`src/rtl/kbd_pkg.sv`:
```
// Shared constants, parser states, event record layout and the set-2 scancode-to-ASCII table
// for the PS/2 keyboard event queue.
package kbd_pkg;

  localparam logic [7:0] SC_BRK    = 8'hF0;
  localparam logic [7:0] SC_EXT    = 8'hE0;
  localparam logic [7:0] SC_PAUSE  = 8'hE1;
  localparam logic [7:0] SC_LSHIFT = 8'h12;
  localparam logic [7:0] SC_RSHIFT = 8'h59;
  localparam logic [7:0] SC_CTRL   = 8'h14;
  localparam logic [7:0] SC_ALT    = 8'h11;
  localparam logic [7:0] SC_CAPS   = 8'h58;

  // Bytes that follow E1 in the Pause sequence
  localparam logic [2:0] PAUSE_TAIL = 3'd7;

  typedef enum logic [2:0] {
    ST_IDLE,
    ST_EXT,
    ST_BRK,
    ST_EXTBRK,
    ST_SKIP
  } kbd_parse_state_t;

  typedef struct packed {
    logic [7:0] ascii;
    logic [3:0] mods;
    logic       brk;
    logic       ext;
    logic [7:0] code;
  } kbd_evt_t;

  localparam int unsigned EVT_W         = $bits(kbd_evt_t);
  localparam int unsigned EVT_CODE_LSB  = 0;
  localparam int unsigned EVT_EXT_BIT   = 8;
  localparam int unsigned EVT_BRK_BIT   = 9;
  localparam int unsigned EVT_MODS_LSB  = 10;
  localparam int unsigned EVT_ASCII_LSB = 14;

  // Alphabet position 1..26 of a letter key, 0 for anything else
  function automatic logic [4:0] kbd_letter_idx(input logic [7:0] code);
    logic [4:0] idx;
    idx = '0;
    case (code)
      8'h1C: idx = 5'd1;   8'h32: idx = 5'd2;   8'h21: idx = 5'd3;
      8'h23: idx = 5'd4;   8'h24: idx = 5'd5;   8'h2B: idx = 5'd6;
      8'h34: idx = 5'd7;   8'h33: idx = 5'd8;   8'h43: idx = 5'd9;
      8'h3B: idx = 5'd10;  8'h42: idx = 5'd11;  8'h4B: idx = 5'd12;
      8'h3A: idx = 5'd13;  8'h31: idx = 5'd14;  8'h44: idx = 5'd15;
      8'h4D: idx = 5'd16;  8'h15: idx = 5'd17;  8'h2D: idx = 5'd18;
      8'h1B: idx = 5'd19;  8'h2C: idx = 5'd20;  8'h3C: idx = 5'd21;
      8'h2A: idx = 5'd22;  8'h1D: idx = 5'd23;  8'h22: idx = 5'd24;
      8'h35: idx = 5'd25;  8'h1A: idx = 5'd26;
      default: idx = '0;
    endcase
    return idx;
  endfunction

  // upper selects letter case (shift^caps), shift selects symbol row, ctrl gives control codes
  function automatic logic [7:0] kbd_scan_ascii(input logic [7:0] code, input logic upper,
                                                input logic shift, input logic ctrl);
    logic [4:0] idx;
    logic [7:0] a;
    idx = kbd_letter_idx(code);
    a   = '0;
    if (idx != '0) begin
      if (ctrl) a = {3'b000, idx};
      else      a = (upper ? 8'h40 : 8'h60) + {3'b000, idx};
    end else begin
      case (code)
        8'h16: a = shift ? 8'h21 : 8'h31;
        8'h1E: a = shift ? 8'h40 : 8'h32;
        8'h26: a = shift ? 8'h23 : 8'h33;
        8'h25: a = shift ? 8'h24 : 8'h34;
        8'h2E: a = shift ? 8'h25 : 8'h35;
        8'h36: a = shift ? 8'h5E : 8'h36;
        8'h3D: a = shift ? 8'h26 : 8'h37;
        8'h3E: a = shift ? 8'h2A : 8'h38;
        8'h46: a = shift ? 8'h28 : 8'h39;
        8'h45: a = shift ? 8'h29 : 8'h30;
        8'h0E: a = shift ? 8'h7E : 8'h60;
        8'h4E: a = shift ? 8'h5F : 8'h2D;
        8'h55: a = shift ? 8'h2B : 8'h3D;
        8'h54: a = shift ? 8'h7B : 8'h5B;
        8'h5B: a = shift ? 8'h7D : 8'h5D;
        8'h5D: a = shift ? 8'h7C : 8'h5C;
        8'h4C: a = shift ? 8'h3A : 8'h3B;
        8'h52: a = shift ? 8'h22 : 8'h27;
        8'h41: a = shift ? 8'h3C : 8'h2C;
        8'h49: a = shift ? 8'h3E : 8'h2E;
        8'h4A: a = shift ? 8'h3F : 8'h2F;
        8'h29: a = 8'h20;
        8'h5A: a = 8'h0D;
        8'h66: a = 8'h08;
        8'h0D: a = 8'h09;
        8'h76: a = 8'h1B;
        default: a = '0;
      endcase
    end
    return a;
  endfunction

endpackage

```
`src/rtl/ps2_kbd_event_queue_if.sv`:
```
// Decoded keyboard event stream (valid/ready). master = event producer, slave = consumer.
interface ps2_kbd_event_queue_if;
  logic       valid;
  logic       ready;
  logic [7:0] code;
  logic       ext;
  logic       brk;
  logic [3:0] mods;
  logic [7:0] ascii;

  modport master (output valid, code, ext, brk, mods, ascii, input ready);
  modport slave  (input valid, code, ext, brk, mods, ascii, output ready);
endinterface

```
`src/rtl/kbd_evt_fifo.sv`:
```
// Generic synchronous FIFO, WIDTH x DEPTH (power of two), with simultaneous push/pop when full.
module kbd_evt_fifo #(
  parameter int unsigned WIDTH = 8,
  parameter int unsigned DEPTH = 16
) (
  input  logic                     clk,
  input  logic                     clrn,
  input  logic                     push,
  input  logic [WIDTH-1:0]         wdata,
  input  logic                     pop,
  output logic [WIDTH-1:0]         rdata,
  output logic                     empty,
  output logic                     full,
  output logic [$clog2(DEPTH):0]   count
);
  localparam int unsigned AW = $clog2(DEPTH);
  localparam logic [AW:0] FULL_CNT = (AW+1)'(DEPTH);

  logic [WIDTH-1:0] mem [DEPTH];
  logic [AW-1:0]    wr_ptr;
  logic [AW-1:0]    rd_ptr;
  logic             do_push;
  logic             do_pop;

  assign empty   = (count == '0);
  assign full    = (count == FULL_CNT);
  assign do_pop  = pop && !empty;
  // A pop in the same cycle frees the slot the push needs
  assign do_push = push && (!full || do_pop);
  assign rdata   = mem[rd_ptr];

  always_ff @(posedge clk or negedge clrn) begin
    if (!clrn) begin
      wr_ptr <= '0;
      rd_ptr <= '0;
      count  <= '0;
    end else begin
      if (do_push) wr_ptr <= wr_ptr + 1'b1;
      if (do_pop)  rd_ptr <= rd_ptr + 1'b1;
      case ({do_push, do_pop})
        2'b10:   count <= count + 1'b1;
        2'b01:   count <= count - 1'b1;
        default: count <= count;
      endcase
    end
  end

  always_ff @(posedge clk) begin
    if (do_push) mem[wr_ptr] <= wdata;
  end

endmodule

```
`src/rtl/ps2_kbd_event_queue.sv`:
```
// PS/2 set-2 scancode parser with modifier tracking feeding a buffered event FIFO.
// Optional KBD_TYPEMATIC_FILTER_EN suppresses auto-repeat makes of the last pressed key.
module ps2_kbd_event_queue
  import kbd_pkg::*;
#(
  parameter int unsigned FIFO_DEPTH = 16,
  parameter int unsigned DROP_W     = 8
) (
  input  logic                          clk,
  input  logic                          clrn,
  input  logic                          in_valid,
  input  logic [7:0]                    in_data,
  output logic                          in_ready,
  ps2_kbd_event_queue_if.master         evt,
  output logic [$clog2(FIFO_DEPTH):0]   fifo_count,
  output logic [DROP_W-1:0]             drop_cnt,
  output logic                          caps_led
);

  kbd_parse_state_t state, state_nx;
  logic [2:0] skip_cnt, skip_nx;
  logic       emit, e_brk, e_ext;
  logic [7:0] e_code;
  logic       lshift, rshift, ctrl, alt, caps, caps_held;
  logic       lshift_nx, rshift_nx, ctrl_nx, alt_nx, caps_nx, caps_held_nx;
  logic       shift_nx;
  logic       push, drop;
  logic       fifo_empty, fifo_full;
  kbd_evt_t   evt_in, evt_head;

  assign in_ready = 1'b1;
  assign caps_led = caps;

  always_comb begin
    state_nx = state;
    skip_nx  = skip_cnt;
    emit     = 1'b0;
    e_brk    = 1'b0;
    e_ext    = 1'b0;
    e_code   = in_data;
    if (in_valid) begin
      case (state)
        ST_IDLE: begin
          if (in_data == SC_EXT)        state_nx = ST_EXT;
          else if (in_data == SC_BRK)   state_nx = ST_BRK;
          else if (in_data == SC_PAUSE) begin
            state_nx = ST_SKIP;
            skip_nx  = PAUSE_TAIL;
          end else emit = 1'b1;
        end
        ST_EXT: begin
          if (in_data == SC_BRK)        state_nx = ST_EXTBRK;
          else if (in_data != SC_EXT) begin
            emit     = 1'b1;
            e_ext    = 1'b1;
            state_nx = ST_IDLE;
          end
        end
        ST_BRK, ST_EXTBRK: begin
          state_nx = ST_IDLE;
          if (in_data != SC_EXT && in_data != SC_BRK && in_data != SC_PAUSE) begin
            emit  = 1'b1;
            e_brk = 1'b1;
            e_ext = (state == ST_EXTBRK);
          end
        end
        ST_SKIP: begin
          skip_nx = skip_cnt - 3'd1;
          if (skip_cnt == 3'd1) begin
            emit     = 1'b1;
            e_ext    = 1'b1;
            e_code   = SC_PAUSE;
            state_nx = ST_IDLE;
          end
        end
        default: state_nx = ST_IDLE;
      endcase
    end
  end

  always_comb begin
    lshift_nx    = lshift;
    rshift_nx    = rshift;
    ctrl_nx      = ctrl;
    alt_nx       = alt;
    caps_nx      = caps;
    caps_held_nx = caps_held;
    if (emit) begin
      if (!e_ext && e_code == SC_LSHIFT) lshift_nx = !e_brk;
      if (!e_ext && e_code == SC_RSHIFT) rshift_nx = !e_brk;
      if (e_code == SC_CTRL)             ctrl_nx   = !e_brk;
      if (e_code == SC_ALT)              alt_nx    = !e_brk;
      if (!e_ext && e_code == SC_CAPS) begin
        caps_held_nx = !e_brk;
        if (!e_brk && !caps_held) caps_nx = !caps;
      end
    end
  end

  assign shift_nx     = lshift_nx | rshift_nx;
  assign evt_in.code  = e_code;
  assign evt_in.ext   = e_ext;
  assign evt_in.brk   = e_brk;
  assign evt_in.mods  = {caps_nx, alt_nx, ctrl_nx, shift_nx};
  assign evt_in.ascii = (e_brk || e_ext) ? '0
                        : kbd_scan_ascii(e_code, shift_nx ^ caps_nx, shift_nx, ctrl_nx);

`ifdef KBD_TYPEMATIC_FILTER_EN
  logic       last_vld;
  logic [8:0] last_key;
  logic       repeat_make;

  assign repeat_make = emit && !e_brk && last_vld && (last_key == {e_ext, e_code});
  assign push        = emit && !repeat_make;

  always_ff @(posedge clk or negedge clrn) begin
    if (!clrn) begin
      last_vld <= 1'b0;
      last_key <= '0;
    end else if (emit) begin
      if (!e_brk) begin
        last_vld <= 1'b1;
        last_key <= {e_ext, e_code};
      end else if (last_key == {e_ext, e_code}) begin
        last_vld <= 1'b0;
      end
    end
  end
`else
  assign push = emit;
`endif

  // Full implies non-empty, so a pop is possible exactly when ready is high
  assign drop = push && fifo_full && !evt.ready;

  always_ff @(posedge clk or negedge clrn) begin
    if (!clrn) begin
      state     <= ST_IDLE;
      skip_cnt  <= '0;
      lshift    <= 1'b0;
      rshift    <= 1'b0;
      ctrl      <= 1'b0;
      alt       <= 1'b0;
      caps      <= 1'b0;
      caps_held <= 1'b0;
      drop_cnt  <= '0;
    end else begin
      state     <= state_nx;
      skip_cnt  <= skip_nx;
      lshift    <= lshift_nx;
      rshift    <= rshift_nx;
      ctrl      <= ctrl_nx;
      alt       <= alt_nx;
      caps      <= caps_nx;
      caps_held <= caps_held_nx;
      if (drop && drop_cnt != '1) drop_cnt <= drop_cnt + 1'b1;
    end
  end

  kbd_evt_fifo #(
    .WIDTH (EVT_W),
    .DEPTH (FIFO_DEPTH)
  ) u_fifo (
    .clk   (clk),
    .clrn  (clrn),
    .push  (push),
    .wdata (evt_in),
    .pop   (evt.ready),
    .rdata (evt_head),
    .empty (fifo_empty),
    .full  (fifo_full),
    .count (fifo_count)
  );

  assign evt.valid = !fifo_empty;
  assign evt.code  = evt_head.code;
  assign evt.ext   = evt_head.ext;
  assign evt.brk   = evt_head.brk;
  assign evt.mods  = evt_head.mods;
  assign evt.ascii = evt_head.ascii;

endmodule

```
`src/flat_wrapper.sv`:
```
// flat-port wrapper written by rule: the top's interface ports become plain ports
module ps2_kbd_event_queue_flat import kbd_pkg::*;
#(
  parameter int unsigned FIFO_DEPTH = 16,
  parameter int unsigned DROP_W     = 8
)
  (clk, clrn, in_valid, in_data, in_ready, fifo_count, drop_cnt, caps_led, evt_valid, evt_code, evt_ext, evt_brk, evt_mods, evt_ascii, evt_ready);
  ps2_kbd_event_queue_if evt_i ();
  input  logic clk;
  input  logic clrn;
  input  logic in_valid;
  input  logic [7:0] in_data;
  output logic in_ready;
  output logic [$clog2(FIFO_DEPTH):0] fifo_count;
  output logic [DROP_W-1:0] drop_cnt;
  output logic caps_led;
  output wire logic [$bits(evt_i.valid)-1:0] evt_valid;
  output wire logic [$bits(evt_i.code)-1:0] evt_code;
  output wire logic [$bits(evt_i.ext)-1:0] evt_ext;
  output wire logic [$bits(evt_i.brk)-1:0] evt_brk;
  output wire logic [$bits(evt_i.mods)-1:0] evt_mods;
  output wire logic [$bits(evt_i.ascii)-1:0] evt_ascii;
  input wire logic [$bits(evt_i.ready)-1:0] evt_ready;
  assign evt_valid = evt_i.valid;
  assign evt_code = evt_i.code;
  assign evt_ext = evt_i.ext;
  assign evt_brk = evt_i.brk;
  assign evt_mods = evt_i.mods;
  assign evt_ascii = evt_i.ascii;
  assign evt_i.ready = evt_ready;
  ps2_kbd_event_queue #(.FIFO_DEPTH(FIFO_DEPTH), .DROP_W(DROP_W)) u_core (.clk(clk), .clrn(clrn), .in_valid(in_valid), .in_data(in_data), .in_ready(in_ready), .evt(evt_i), .fifo_count(fifo_count), .drop_cnt(drop_cnt), .caps_led(caps_led));
endmodule
```
`config.mk`:
```
export PLATFORM = sky130hd
export DESIGN_NAME = ps2_kbd_event_queue_flat
export DESIGN_NICKNAME = d
export VERILOG_FILES = /design/src/rtl/kbd_pkg.sv /design/src/rtl/ps2_kbd_event_queue_if.sv /design/src/rtl/kbd_evt_fifo.sv /design/src/rtl/ps2_kbd_event_queue.sv /design/src/flat_wrapper.sv
export SDC_FILE = /design/constraint.sdc
export NUM_CORES = 1
export LEC_CHECK = 0
export CAP_MARGIN = 20
export CORE_ASPECT_RATIO = 0.8
export CORE_MARGIN = 2
export CORE_UTILIZATION = 50
export CTS_CLUSTER_DIAMETER = 100
export DETAILED_ROUTE_END_ITERATION = 10
export PLACE_DENSITY_LB_ADDON = 0.3
export SLEW_MARGIN = 0
export SYNTH_ARGS = -nofsm -noshare
export SYNTH_HDL_FRONTEND = slang
export SYNTH_HIERARCHICAL = 1
export SYNTH_SLANG_ARGS = --single-unit
```
`constraint.sdc`:
```
create_clock -name clk -period 4.9 [get_ports clk]
set_input_delay 0.98 -clock clk [delete_from_list [all_inputs] [get_ports clk]]
set_output_delay 0.98 -clock clk [all_outputs]
set_load 0.05 [all_outputs]
```
; Word-level counts from Yosys, hierarchy flattened
; Memory sizes are Yosys's and may differ from the RTL's.
; Cells that the tools add are included.
[word_totals]
mem_bits_ro = 640
ff_bits = 33
ram_bits = 352
elab_cells = 173
memories = 2
[classes]
mux = 69
bitwise_logic = 2
n_reduce_logical = 29
addsub = 7
n_eq_ne = 52
[memory_table]
columns = name, depth, word_bits, read_ports, rd_clocked_by_memory_dff, write_ports, line
row1 = (no name shown), 128, 5, 1, 0, 0, kbd_pkg.sv:44  ; case (code)
row2 = u_core.u_fifo.mem, 16, 22, 1, 0, 1, kbd_evt_fifo.sv:19  ; logic [WIDTH-1:0] mem [DEPTH];
[op_table]
columns = cell, n
row1 = 8-bit one-hot mux with 26 select lines, 1
row2 = "8-bit by 7-bit == test with 1-bit output, second input constant", 17
row3 = 5-bit 2-to-1 mux, 14
row4 = "8-bit by 6-bit == test with 1-bit output, second input constant", 7
row5 = 8-bit 2-to-1 mux, 6
row6 = "8-bit by 5-bit == test with 1-bit output, second input constant", 5
row7 = "8-bit inequality test, second input constant", 4
row8 = 3-bit 2-to-1 mux, 10
row9 = 1-bit 2-to-1 mux, 26
row10 = "8-bit == test, second input constant", 3
row11 = 6-bit 2-to-1 mux, 4
row12 = 7-bit 2-to-1 mux, 3
row13 = "8-bit by 4-bit == test with 1-bit output, second input constant", 2
row14 = 1-bit logical AND, 11
row15 = 5-bit one-hot mux with 2 select lines, 1
row16 = 3-bit one-hot mux with 3 select lines, 1
row17 = "4-bit by 1-bit adder with 4-bit output, second input constant", 2
row18 = "8-bit by 1-bit adder with 8-bit output, second input constant", 1
row19 = 8-bit by 5-bit adder with 8-bit output, 1
row20 = 1-bit zero test, 7
row21 = "3-bit by 1-bit == test with 1-bit output, second input constant", 2
row22 = "3-bit by 2-bit == test with 1-bit output, second input constant", 2
row23 = 3-bit one-hot mux with 2 select lines, 1
row24 = "5-bit by 1-bit adder with 5-bit output, second input constant", 1
row25 = other kinds (23), 27

; Longest topological paths before layout
[depth]
depth_word = 17
mapped_depth = 18
mapped_depth_nobuf = 15

; Hierarchy
; Netlist, hierarchy kept.
[modules_own_cells]
columns = module, cells_per_inst, area_per_inst_um2, instances, seq_area_each_um2
row1 = kbd_evt_fifo, 641, 14096.0, 1, 10895.4
row2 = ps2_kbd_event_queue, 371, 2735.1, 1, 500.5

; Least setup slack after synthesis
; OpenSTA, ideal clock, no wires.
[synth_timing]
path_type = in2reg
from = in in_valid
to = mem u_core/u_fifo/mem[0][18] in the netlist's numbering (data pin)
cell_stages = 14
arrival_time_ns = 4.428
setup_time_ns = 0.327
path_slack_ns = 0.145
cell_sequence = buf_2 > and4bb_2 > nand2_1 > and2_1 > ha_1 > clkbuf_1 > clkbuf_1 > nand4_1 > a2111oi_4 > o21ai_1 > nand2_4 > mux2_2 > a21oi_1 > nor3_1
[synth_lines]
columns = element, line
row1 = from (decl), flat_wrapper.sv:11  ; input logic in_valid;
row2 = to (decl), kbd_evt_fifo.sv:19

; Worst setup path after layout
[layout_timing]
from = reg u_core.u_fifo.rd_ptr[0]
to = out evt_mods[0]
[layout_between]
elab_chain_len = 1
[layout_lines]
columns = element, line
row1 = from (decl), kbd_evt_fifo.sv:21  ; logic [AW-1:0] rd_ptr;
row2 = from (signal assigned), kbd_evt_fifo.sv:39  ; if (do_pop) rd_ptr <= rd_ptr + 1'b1;
row3 = memory 16 x 22 bit, n/a
row4 = to (decl), flat_wrapper.sv:21  ; output wire logic [$bits(evt_i.mods)-1:0] evt_mods;
; No other way between the ends.

==> run metrics <==
status completed; RSZ-0062 raised after global routing no; Setup crit end kind primary output; Vias around 10000; die area ~0.035 sq mm; Seq/Total Area, Yosys 67.71%; Worst Path Required 3.92 ns; cell area after placement about 0.018 sq mm; Yosys reg bits 385; vias in the first global route between 9000 and 10000; DP HPWL approximately 24000 um; type of origin of the critical path flop; site row count 60; Critical Path Fanout Max 30; Top FF cell, synth edfxtp_1; maximum VDD drop roughly 0.56 mV; post_cts resized 0; post-CTS setup buffer count 0; Initial Util ~50%; final setup fails 0; Hold Buf Count CTS 0; antenna fix cells 0; width of the die 209.1 um; drt pass-1 iters 5; first-pass GRT wire length about 63000 um; Initial DRC Count around 1100; layout cell share with drive strength beyond 1 a little under a quarter; Tot GR Track Use approximately a quarter; largest net degree at the start of global routing 61; Slew @ Worst Pin around 0.9 ns; Final Max Tran Viols 0; Final Hold Violating Endpoints 0; fin cells 1603; Worst Path Arrival between 3 and 4 ns; vias per cell ~6.2; Reg power frac 38.6%; Peak Freq around 230 MHz; Final period util about nine tenths; critical path buffer and inverter count 2; CTS Root Buffer Type clkbuf_16; chip height 168.1 um; Avg Inst Size Synth 16.63 sq um; Worst path max stage delay between 0.8 and 0.9 ns; grt ovf 0; Util after Layout slightly below 60%; CTS max path bufs 3; Lkg Pwr between 6 and 7 nW; min Tclk post-route between 4 and 5 ns; antenna-violating nets left 0; slowest CP cell dfrtp_4; WL final a little over 40000 um; Clock H-tree levels 2; critical path's top delay family buffers and inverters; power per cell area around 570 mW/mm^2; Ys Warns 6; Synth async-reset ratio 8.571%; Mapped Area 0.01683 sq mm; clock share of power between 20% and 30%; Post-Syn Instances 1012; EDFF count, synth ~350; number of nets in the layout between 1000 and 1500; CTS tree built; Port Buffer Count 48; clock-pin slew on the worst setup and hold paths about 0.06 ns; Sw Share between 30 and 40%; wire per inst 25.62 um; max_slew headroom just under 40%; RePlAce Congestion 0.9517; antenna violations before repair 0; CTS Buf Count 39; Setup Crit Path Kind flop to primary output; worst hold path class input pin to asynchronous set/reset pin; Comb power frac about 34%; worst skew pair latency about 0.54 ns; clk sinks 385; drt drc 0; CP Cell Sequence buf_4 -> mux4_2 -> a22oi_1 -> nand2_1 -> clkdlybuf4s50_1; Setup Skew approximately 0.014 ns; final instance area a little under 0.02 sq mm; Unique masters post-synth between 80 and 90; Int Pwr 7.336 mW; placed cell count ~1500; Area Overhead vs Synth 16.64%; Max-cap violations 0; Core Region 0.03341 sq mm; I/O pin count 50; TNS Setup 0 ns; P_sw ~3.8 mW
-- final cells by class --
class                           instances  area, sq um
Inverter                               27        101.3
Clock buffer                           49         1035
Fill cell                            2489        13780
Sequential cell                       385        11400
Timing Repair Buffer                  129         1162
Clock inverter                         22        281.5
Tap cell                              434        543.0
Multi-Input combinational cell        557         5105
-- placed cells by master, fill, tap and decap left out, types with 6 or more instances in the layout --
cell             instances
bufinv_16                6
mux2_2                   6
inv_1                   27
o21ai_0                 18
buf_4                   74
nand4_1                  9
a211oi_1                 8
clkbuf_16               40
mux4_2                  88
nor3_1                  10
clkdlybuf4s50_1         47
o211ai_1                10
conb_1                  17
clkinv_2                 7
nor2_2                  13
edfxtp_1               352
nand2b_1                15
nand3_1                 24
nor4_1                   7
xnor2_1                 14
nor2b_1                 10
clkbuf_1                 9
dfrtp_1                 31
nor2_1                  30
a22oi_1                 48
buf_12                   6
a31oi_1                  7
ha_1                    15
nand2_1                 68
a21oi_1                 29
-- worst paths after layout --
kind,startpoint,to,slack (ns),cells past startpoint
max,u_core/u_fifo/rd_ptr[0]$_DFFE_PN0N_,evt_mods[0],0.51,5
min,clrn,u_core/skip_cnt[1]$_DFFE_PN0P_,0.50,1
max reg2reg,u_core/skip_cnt[1]$_DFFE_PN0P_,u_core/u_fifo/mem[2][14]$_DFFE_PP_,0.74,16
min reg2reg,u_core/skip_cnt[2]$_DFFE_PN0P_,u_core/skip_cnt[2]$_DFFE_PN0P_,0.50,1
max in group asynchronous,clrn,u_core/u_fifo/rd_ptr[1]$_DFFE_PN0N_,3.82,1
min in group clk,u_core/skip_cnt[2]$_DFFE_PN0P_,u_core/skip_cnt[2]$_DFFE_PN0P_,0.50,1
-- layer usage --
| layer | global-route usage [%] | vias up | part of all wire (%) |
|---|---|---|---|
| li1 | - | 4314 | - |
| met1 | 34.43 | 5081 | 43 |
| met2 | 38.28 | 448 | 47 |
| met3 | 4.813 | 79 | 8.2 |
| met4 | 6.366 | 0 | 2.2 |
| met5 | 0 | - | 0 |
-- cell families (layout without fill, tap and decap cells) --
logic type / count (synthesis) / in the layout / share of synthesized area [%]
AO/OA/AOI/OAI: 173 / 173 / 7.568
XOR/XNOR: 19 / 19 / 0.9887
adder cells (fa/ha/maj): 16 / 16 / 1.234
buffers and inverters: 85 / 227 / 2.639
flip-flops: 385 / 385 / 67.71
multiplexers: 101 / 101 / 12.61
other: 2 / 17 / 0.04462
AND/OR/NAND/NOR: 231 / 231 / 7.211
-- power groups by stage --
| stage | Clock, mW | Combinational, mW | Sequential (mW) |
|---|---|---|---|
| 2_1_floorplan | 0 | 2.66 | 4.23 |
| 3_3_place_gp | 0 | 3.75 | 4.36 |
| 3_5_place_dp | 0 | 3.79 | 4.38 |
| 4_1_cts | 3.12 | 3.81 | 4.31 |
| 5_1_grt | 3.25 | 4.00 | 4.35 |
| 6_report | 3.07 | 3.78 | 4.30 |
-- through the flow --
| step | setup slack, ns | power (mW) | hold slack (ns) |
|---|---|---|---|
| 2_1_floorplan | 0.1448 | 6.890 | 0.4631 |
| 3_3_place_gp | 0.3066 | 8.112 | 0.4866 |
| 3_5_place_dp | 0.2399 | 8.171 | 0.4906 |
| 4_1_cts | 0.4494 | 11.24 | 0.5025 |
| 5_1_grt | 0.3801 | 11.61 | 0.5256 |
| 6_report | 0.5135 | 11.15 | 0.4968 |
-- Yosys cell counts, types with 3 or more instances --
master    number  area [sq um]
a211oi_1       8         60.06
a21o_1         4         30.03
a21oi_1       29         145.1
a22oi_1       48         360.4
a31oi_1        7         43.79
a32o_1         3         30.03
and2_1         4         25.02
and3_1         4         25.02
buf_1          3         11.26
buf_2          9         45.04
buf_4          8         60.06
buf_6         11         123.9
clkbuf_1      26         97.59
dfrtp_1       33         825.8
edfxtp_1     352         10570
ha_1          15         187.7
inv_1         27         101.4
mux2_2         6         67.56
mux2i_1        5         50.05
mux4_2        88          1982
nand2_1       68         255.2
nand2b_1      15         93.84
nand3_1       24         120.1
nand3b_1       4         30.03
nand4_1        9         56.30
nand4b_1       5         43.79
nor2_1        43         161.4
nor2b_1       12         75.07
nor3_1        13         65.06
nor4_1         7         43.79
o211ai_1      10         75.07
o21ai_0       18         90.09
o21ai_1        3         15.01
o221ai_1       3         26.28
o22ai_1        5         31.28
o311ai_0       3         26.28
o31a_1         3         26.28
xnor2_1       14         122.6
xor2_1         5         43.79
-- worst reg2reg max path: cells and delay by family (launching register included) --
| kind | cells | cell delay [ns] |
|---|---|---|
| compound gates | 4 | 1.29 |
| buf+inv | 3 | 0.38 |
| flops | 1 | 0.36 |
| simple gates | 7 | 1.44 |
| fa+ha+maj | 2 | 0.44 |
-- sequential cells by signal, indices dropped and copies added, names as in the netlist, 3 cells and up --
name                  count
u_core/u_fifo/mem       352
u_core/skip_cnt           3
u_core/drop_cnt           8
u_core/state              3
u_core/u_fifo/count       5
u_core/u_fifo/rd_ptr      4
u_core/u_fifo/wr_ptr      4
No activity file was read; power rests on OpenSTA's default activity.
